File: src/rtl/zero_det_pkg.sv
// zero_det_pkg: shared FSM state encoding, default idle level and word counter width
package zero_det_pkg;
    typedef enum logic [1:0] {
        S_IDLE   = 2'd0,
        S_SHIFT  = 2'd1,
        S_PARITY = 2'd2,
        S_GAP    = 2'd3
    } state_t;
    localparam logic IDLE_LVL = 1'b1;
    localparam int   WCNT_W   = 16;
endpackage

File: src/rtl/serializer_shift_reg.sv
// serializer_shift_reg: WIDTH-bit load/shift register with direction select and running parity
// Ports: clock, reset (async active-low), load_i (capture data_i), shift_i (advance one bit),
//        data_i (word), bit_o (bit to drive onto the line this edge), parity_o (even parity of
//        bits sent so far; present only with SERIALIZER_PARITY_EN)
module serializer_shift_reg #(
    parameter int WIDTH     = 8,
    parameter int MSB_FIRST = 1
) (
    input  logic             clock,
    input  logic             reset,
    input  logic             load_i,
    input  logic             shift_i,
    input  logic [WIDTH-1:0] data_i,
`ifdef SERIALIZER_PARITY_EN
    output logic             parity_o,
`endif
    output logic             bit_o
);
    logic [WIDTH-1:0] sr_q;
    logic [WIDTH-1:0] src;
    // The register holds the bits still to go; the head bit is emitted on the same edge it is consumed.
    assign src   = load_i ? data_i : sr_q;
    assign bit_o = (MSB_FIRST != 0) ? src[WIDTH-1] : src[0];
    always_ff @(posedge clock or negedge reset) begin
        if (!reset)
            sr_q <= '0;
        else if (load_i || shift_i)
            sr_q <= (MSB_FIRST != 0) ? {src[WIDTH-2:0], 1'b0} : {1'b0, src[WIDTH-1:1]};
    end
`ifdef SERIALIZER_PARITY_EN
    logic par_q;
    assign parity_o = par_q;
    always_ff @(posedge clock or negedge reset) begin
        if (!reset)
            par_q <= 1'b0;
        else if (load_i || shift_i)
            par_q <= (par_q & ~load_i) ^ bit_o;
    end
`endif
endmodule

File: src/rtl/zero_detector_bit_serializer.sv
// zero_detector_bit_serializer: valid/ready word loader that shifts words out one bit per clock
// Ports: clock, reset (async active-low), load_data/load_valid/load_ready (word handshake),
//        x_out (serial line, IDLE_BIT when idle), x_valid (data/parity bit on x_out),
//        busy (word in flight), word_count (completed words, wraps)
// Option: define SERIALIZER_PARITY_EN to append an even-parity bit after each word.
module zero_detector_bit_serializer
    import zero_det_pkg::*;
#(
    parameter int   WIDTH      = 8,
    parameter int   GAP_CYCLES = 2,
    parameter int   MSB_FIRST  = 1,
    parameter logic IDLE_BIT   = IDLE_LVL
) (
    input  logic              clock,
    input  logic              reset,
    input  logic [WIDTH-1:0]  load_data,
    input  logic              load_valid,
    output logic              load_ready,
    output logic              x_out,
    output logic              x_valid,
    output logic              busy,
    output logic [WCNT_W-1:0] word_count
);
    localparam int CW = $clog2(WIDTH + 1);
    localparam int GW = (GAP_CYCLES > 1) ? $clog2(GAP_CYCLES) : 1;
    state_t            state_q, state_d;
    logic [CW-1:0]     cnt_q, cnt_d;
    logic [GW-1:0]     gap_q, gap_d;
    logic [WCNT_W-1:0] word_count_q, word_count_d;
    logic              x_out_q, x_out_d, x_valid_q, x_valid_d;
    logic              busy_q, busy_d, ready_q, ready_d;
    logic              load, shift, nxt_bit, done;
`ifdef SERIALIZER_PARITY_EN
    logic              parity;
`endif
    serializer_shift_reg #(.WIDTH(WIDTH), .MSB_FIRST(MSB_FIRST)) u_sr (
        .clock    (clock),
        .reset    (reset),
        .load_i   (load),
        .shift_i  (shift),
        .data_i   (load_data),
`ifdef SERIALIZER_PARITY_EN
        .parity_o (parity),
`endif
        .bit_o    (nxt_bit)
    );
    always_comb begin
        state_d      = state_q;
        cnt_d        = cnt_q;
        gap_d        = gap_q;
        word_count_d = word_count_q;
        x_out_d      = IDLE_BIT;
        x_valid_d    = 1'b0;
        busy_d       = 1'b1;
        ready_d      = 1'b0;
        load         = 1'b0;
        shift        = 1'b0;
        done         = 1'b0;
        case (state_q)
            S_IDLE: begin
                if (ready_q && load_valid) begin
                    state_d   = S_SHIFT;
                    load      = 1'b1;
                    x_out_d   = nxt_bit;
                    x_valid_d = 1'b1;
                    cnt_d     = CW'(1);
                end else begin
                    busy_d  = 1'b0;
                    ready_d = 1'b1;
                end
            end
            S_SHIFT: begin
                if (cnt_q == CW'(WIDTH)) begin
`ifdef SERIALIZER_PARITY_EN
                    state_d   = S_PARITY;
                    x_out_d   = parity;
                    x_valid_d = 1'b1;
`else
                    done = 1'b1;
`endif
                end else begin
                    shift     = 1'b1;
                    x_out_d   = nxt_bit;
                    x_valid_d = 1'b1;
                    cnt_d     = cnt_q + CW'(1);
                end
            end
`ifdef SERIALIZER_PARITY_EN
            S_PARITY: done = 1'b1;
`endif
            S_GAP: begin
                if (gap_q == GW'(GAP_CYCLES - 1)) begin
                    state_d = S_IDLE;
                    busy_d  = 1'b0;
                    ready_d = 1'b1;
                end else begin
                    gap_d = gap_q + GW'(1);
                end
            end
            default: state_d = S_IDLE;
        endcase
        // Word finished: count it and either idle out the gap or become ready immediately.
        if (done) begin
            word_count_d = word_count_q + WCNT_W'(1);
            state_d      = (GAP_CYCLES == 0) ? S_IDLE : S_GAP;
            busy_d       = (GAP_CYCLES != 0);
            ready_d      = (GAP_CYCLES == 0);
            gap_d        = '0;
        end
    end
    always_ff @(posedge clock or negedge reset) begin
        if (!reset) begin
            state_q      <= S_IDLE;
            cnt_q        <= '0;
            gap_q        <= '0;
            word_count_q <= '0;
            x_out_q      <= IDLE_BIT;
            x_valid_q    <= 1'b0;
            busy_q       <= 1'b0;
            ready_q      <= 1'b0;
        end else begin
            state_q      <= state_d;
            cnt_q        <= cnt_d;
            gap_q        <= gap_d;
            word_count_q <= word_count_d;
            x_out_q      <= x_out_d;
            x_valid_q    <= x_valid_d;
            busy_q       <= busy_d;
            ready_q      <= ready_d;
        end
    end
    assign load_ready = ready_q;
    assign x_out      = x_out_q;
    assign x_valid    = x_valid_q;
    assign busy       = busy_q;
    assign word_count = word_count_q;
endmodule

File: config.mk
export PLATFORM = sky130hd
export DESIGN_NAME = zero_detector_bit_serializer
export DESIGN_NICKNAME = d
export VERILOG_FILES = /design/src/rtl/zero_det_pkg.sv /design/src/rtl/serializer_shift_reg.sv /design/src/rtl/zero_detector_bit_serializer.sv
export SDC_FILE = /design/constraint.sdc
export NUM_CORES = 1
export LEC_CHECK = 0
export BUFFER_PORTS_ARGS = -buffer_cell sky130_fd_sc_hd__buf_2
export CAP_MARGIN = 20
export CELL_PAD_IN_SITES_DETAIL_PLACEMENT = 0
export CELL_PAD_IN_SITES_GLOBAL_PLACEMENT = 1
export CORE_ASPECT_RATIO = 0.7
export CORE_MARGIN = 2
export CORE_UTILIZATION = 42
export CTS_CLUSTER_DIAMETER = 40
export DETAILED_ROUTE_END_ITERATION = 8
export GPL_ROUTABILITY_DRIVEN = 1
export PLACE_DENSITY_LB_ADDON = 0.1
export SYNTH_ARGS = -nofsm -noshare
export SYNTH_HDL_FRONTEND = slang
export SYNTH_SLANG_ARGS = --single-unit
File: constraint.sdc
create_clock -name clock -period 2.3 [get_ports clock]
set_input_delay 0.115 -clock clock [delete_from_list [all_inputs] [get_ports clock]]
set_output_delay 0.115 -clock clock [all_outputs]
set_load 0.01 [all_outputs]
=== Word level (Yosys, flattened, before mapping) ===
Cells that the tools add are included.

* Register bits after elaboration: 34
* Input bits: 11
* Output and inout bits: 20
* Logic and storage cells: 55

* Add/sub/neg operators: 3
* Equality and inequality tests: 8
* Muxes and demuxes: 28
* Reduce and logical (&&, ||, !) cells: 7

{| class="wikitable"
|+ Operator list
! cell !! number
|-
| $add 16x1->16 const B || 1
|-
| $mux 1 || 16
|-
| $mux 4 || 2
|-
| $mux 8 || 1
|-
| $pmux 1 s2 || 4
|-
| $pmux 4 s2 || 1
|-
| $mux 2 || 3
|-
| $ne 2x2->1 const B || 3
|-
| $ne 3x3->1 const B || 2
|-
| $pmux 2 s3 || 1
|-
| $reduce_and 3->1 || 2
|-
| $add 4x1->4 const B || 1
|-
| $eq 4x4->1 const B || 1
|-
| $reduce_bool 2->1 || 2
|-
| $eq 2x1->1 const B || 1
|-
| $eq 2x2->1 const B || 1
|-
| $logic_not 2->1 || 1
|-
| $add 1x1->1 const B || 1
|-
| $logic_and 1x1->1 || 1
|-
| $logic_or 1x1->1 || 1
|}

=== Logic depth before layout (Yosys ltp) ===
* Depth after elaboration: 6
* Depth in mapped cells: 7
* Depth with buffers taken out: 6

=== By module ===
A second synthesis with hierarchy kept.

* Cell total of the unflattened synthesis: 153
* Area, all modules: 1635.3 µm²

{| class="wikitable"
|+ Modules (own cells, without submodules)
! module !! instances !! cells an instance !! area each (µm²) !! sequential area each (µm²)
|-
| zero_detector_bit_serializer || 1 || 122 || 1295.0 || 676.9
|-
| serializer_shift_reg || 1 || 31 || 340.3 || 175.2
|}

=== Worst setup path before layout ===
Ideal clock, no wire load.

* Path kind: register to register
* Start: reg cnt_q[0]
* End: reg word_count_q[7] (netlist: word_count[7])
* Library setup time: 0.079 ns
* Arrival time: 1.526 ns
* Data required time: 2.221 ns
* Path slack: 0.695 ns
* Cell stages (with the launch flop): 7
* Buffers on the path: 0
* Clock period less this slack: 1.605 ns
* Cells stage by stage: dfrtp_1 inv_1 ha_1 nand4b_4 nor3_4 and4_1 xor2_1

* Longest elaborated chain between the ends: 3

{| class="wikitable"
|+ Ends and longest elaborated chain
! element !! line !! source
|-
| from (decl) || zero_detector_bit_serializer.sv:27 || <nowiki>logic [CW-1:0] cnt_q, cnt_d;</nowiki>
|-
| from (signal assigned) || zero_detector_bit_serializer.sv:123 || <nowiki>cnt_q <= cnt_d;</nowiki>
|-
| $eq 4x4->1 || zero_detector_bit_serializer.sv:73 || <nowiki>if (cnt_q == CW'(WIDTH)) begin</nowiki>
|-
| $mux 1 || zero_detector_bit_serializer.sv:73 ||
|-
| $mux 1 || zero_detector_bit_serializer.sv:59 || <nowiki>case (state_q)</nowiki>
|-
| to (signal assigned) || zero_detector_bit_serializer.sv:125 || <nowiki>word_count_q <= word_count_d;</nowiki>
|-
| to (decl) || zero_detector_bit_serializer.sv:29 || <nowiki>logic [WCNT_W-1:0] word_count_q, word_count_d;</nowiki>
|}

Every way passes these cells.
A chain may end at the register's enable or synchronous reset.

=== Final worst setup path ===
* Start: reg state_q[1]
* End: reg word_count_q[7] (netlist: word_count[7])

* Longest elaborated chain between the ends: 2

{| class="wikitable"
|+ Ends and longest elaborated chain
! element !! line !! source
|-
| from (decl) || zero_detector_bit_serializer.sv:26 || <nowiki>state_t state_q, state_d;</nowiki>
|-
| from (signal assigned) || zero_detector_bit_serializer.sv:122 || <nowiki>state_q <= state_d;</nowiki>
|-
| $eq 2x1->1 || zero_detector_bit_serializer.sv:59 ||
|-
| $mux 1 || zero_detector_bit_serializer.sv:59 ||
|}

Every way passes these cells.

==> summary.md <==
| Metric | Value |
|---|---|
| Setup Skew | about 0.0072 ns |
| Post-synth ARST share | 100% |
| EDFF count, synth | 0 |
| Type of the most critical hold path | primary input to flip-flop |
| Nets | 221 |
| Finished Core Util | around 51% |
| Setup CP Type | flip-flop to flip-flop |
| Fmax | 495 MHz |
| Slew Viols, Final | 0 |
| Placed cells | ~250 |
| Area of the die | between 0.004 and 0.005 mm² |
| Synth top area share | between 40 and 50% |
| Setup TNS | 0 ns |
| Post-synth top cells | dfrtp_1, nand2_1, nor2_1 |
| Drc violations | 0 |
| Leak pwr | approximately 1.0 nW |
| MaxCap Viol Count | 0 |
| Setup violators final | 0 |
| Drt initial violations | between 80 and 90 |
| Outcome | completed |
| TritonCTS Buffers | 5 |
| Post-synthesis adder-cell area fraction | roughly 4.4% |
| Register area share after synthesis | between 50% and 60% |
| Maximum vdd drop | ~0.0004 V |
| Kind of end point of the critical path | flip-flop |
| # hold bufs at CTS | 1 |
| M2 GR Usage | a little under a quarter |
| Number of port buffers | 30 |
| Largest net degree at the start of global routing | 35 |
| Clk slew on worst S/H paths | about 0.07 ns |
| M1 GR Usage | about a quarter |
| Final GP Congestion | 0.794 |
| Mean post-synth cell area | 9.97 µm² |
| Worst Max-Slew Pin Slew | slightly above 0.7 ns |
| Post-CTS Setup Bufs | 0 |
| Data required, critical path | 2.50 ns |
| Routed WL | 3.43 mm |
| Vias per Instance | 5.12 |
| Fin crit share | roughly 88% |
| Initial antenna violation count | 0 |
| Tot GR Track Use | between 10% and 20% |
| Die Y-Extent | between 50 and 60 µm |
| Via count | approximately 1300 |
| Number of cells produced by synthesis | 170 |
| Num rows | 19 |
| Vias in the first global route | between 1000 and 1500 |
| Layout area overhead | 17.7% |
| Clk root buf | clkbuf_8 |
| Post_cts resized | 0 |
| Post-synth cell types | about 40 |
| Synth Area in Compound Gates | under 10% |
| Area leader, netlist | dfrtp_1 |
| Clock Tree Buf Depth | 2 |
| Unrepaired setup endpoints after global routing | false |
| Synth Register Bits | 34 |
| Worst rel slew slack | 51.8% |
| Met3 Use GR | under 10% |
| CTS tree | yes |
| Final Hold Slack | 0.0458 ns |
| Initial core utilization | a little over two fifths |
| Post-synthesis xor/xnor area fraction | under 10% |
| Core area | around 0.0039 mm² |
| Non-filler cells, final | 257 |
| DR pass1 iterations | 4 |
| Overflow after GRT | 0 |
| Mux cell area share after synthesis | approximately 1.2% |
| Synthesis Warnings | 0 |
| DIE WIDTH | about 80 µm |
| Main synth FF type | dfrtp_1 |
| Most frequent cell after synthesis | dfrtp_1 |
| Critical Path Fanout Max | 14 |
| DP HPWL | roughly 2.6 mm |
| Htree depth | 2 |
| Crit path launch type | flip-flop |
| Post-synthesis simple-gate area fraction | 25.5% |
| Largest cells by area after synthesis | dfrtp_1, nand2_1, xnor2_1 |
| Tmin final | 2.02 ns |
| Worst R2R Setup Slack | 0.28 ns |
| # diodes | 0 |
| Routed Antenna Nets | 0 |
| Critical path arrival | about 2.2 ns |
| Skew-Pair Late Insertion Delay | ~0.28 ns |
| Fraction of layout cells with a size suffix above 1 | between 20% and 30% |
| Hold Violations, Final | 0 |
| GRT Max-Usage Layer | met1 |
| Main combinational cell family by area after synthesis | simple AND/OR/NAND/NOR gates |
| DR WL/cell | 13.4 µm |
| CTS sink cnt | 34 |
| Mapped cell area | between 0.0015 and 0.002 mm² |
| Ports | 31 |
| Syn nets | 187 |
| First-pass GRT wire length | 5.92 mm |
| Power Density | ~1000 mW/mm² |
[sequential cells by signal, summed over array words and instances (netlist names)]
signal,cells
word_count,16
u_sr.sr_q,7
cnt_q,4
state_q,2
busy,1
gap_q,1
load_ready,1
x_out,1
x_valid,1
[layout make-up]
cell class,count,area (µm²)
clock buffers,7,86.3
clock inverters,1,5.00
fillers,371,1900
inverters,8,30.0
multi-input cells,123,790
flip-flops and latches,34,852
well taps,52,65.1
repair buffers,32,168
[power breakdown]
part | internal (mW) | switching [mW]
clock | 0.241 | 0.198
sequential | 0.767 | 0.132
combinational | 0.302 | 0.447
[stage by stage]
stage | power [mW] | setup slack [ns] | cell area, µm²
CTS | 2.12 | 0.261 | 2000
global route | 2.26 | 0.0798 | 2000
global placement | 1.64 | 0.394 | 1890
floorplan | 1.45 | 0.695 | 1700
finish | 2.09 | 0.281 | 2000
detailed placement | 1.67 | 0.285 | 1890
[critical path, cell delays in order, from the launching register on]
cell and delay (ns):
dfrtp_1 0.38, inv_1 0.10, ha_1 0.49, nand4b_4 0.25, nor3_4 0.36, and4_1 0.25, xor2_1 0.14
[kinds of logic after synthesis]
logic type,after synthesis
muxes,2
DFF,34
adders and majority gates,6
xor gates and xnor gates,15
buffers and inverters,13
and+or+nand+nor,80
AOI/OAI and AO/OA,20
[path summary, 6_finish.rpt]
check                                     from        endpoint  depth (start not counted)
worst max-delay path                state_q[1]   word_count[7]                          6
worst min-delay path              load_data[0]    u_sr.sr_q[1]                          2
worst max register to register      state_q[1]   word_count[7]                          6
worst min register to register  word_count[15]  word_count[15]                          1
max in group asynchronous                reset      state_q[0]                          2
min in group asynchronous                reset        cnt_q[2]                          2
[routing by layer]
layer  vias to the layer above  wire (µm)  share of wire (%)
met5                         -          0                  0
met4                         0         17               0.50
met3                         2        189                5.5
met2                        33       1500                 44
met1                       624       1730                 50
li1                        658          -                  -
[placed cells by master, fill, tap and decap left out, types with 2 or more instances in the layout]
cell | Yosys | final
nand2_1 | 29 | 29
inv_1 | 8 | 8
nand3_1 | 11 | 11
a31oi_1 | 6 | 6
xnor2_1 | 12 | 12
nand4_1 | 3 | 3
and2_1 | 2 | 2
ha_1 | 6 | 6
dfrtp_1 | 33 | 33
nor3_1 | 5 | 5
mux2i_1 | 2 | 2
xor2_1 | 3 | 3
buf_2 | 1 | 30
o21ai_0 | 3 | 3
nand4b_1 | 2 | 2
clkbuf_8 | 0 | 6
nor2_1 | 14 | 14
a21oi_1 | 4 | 4
Power figures use the tool's default switching activity.
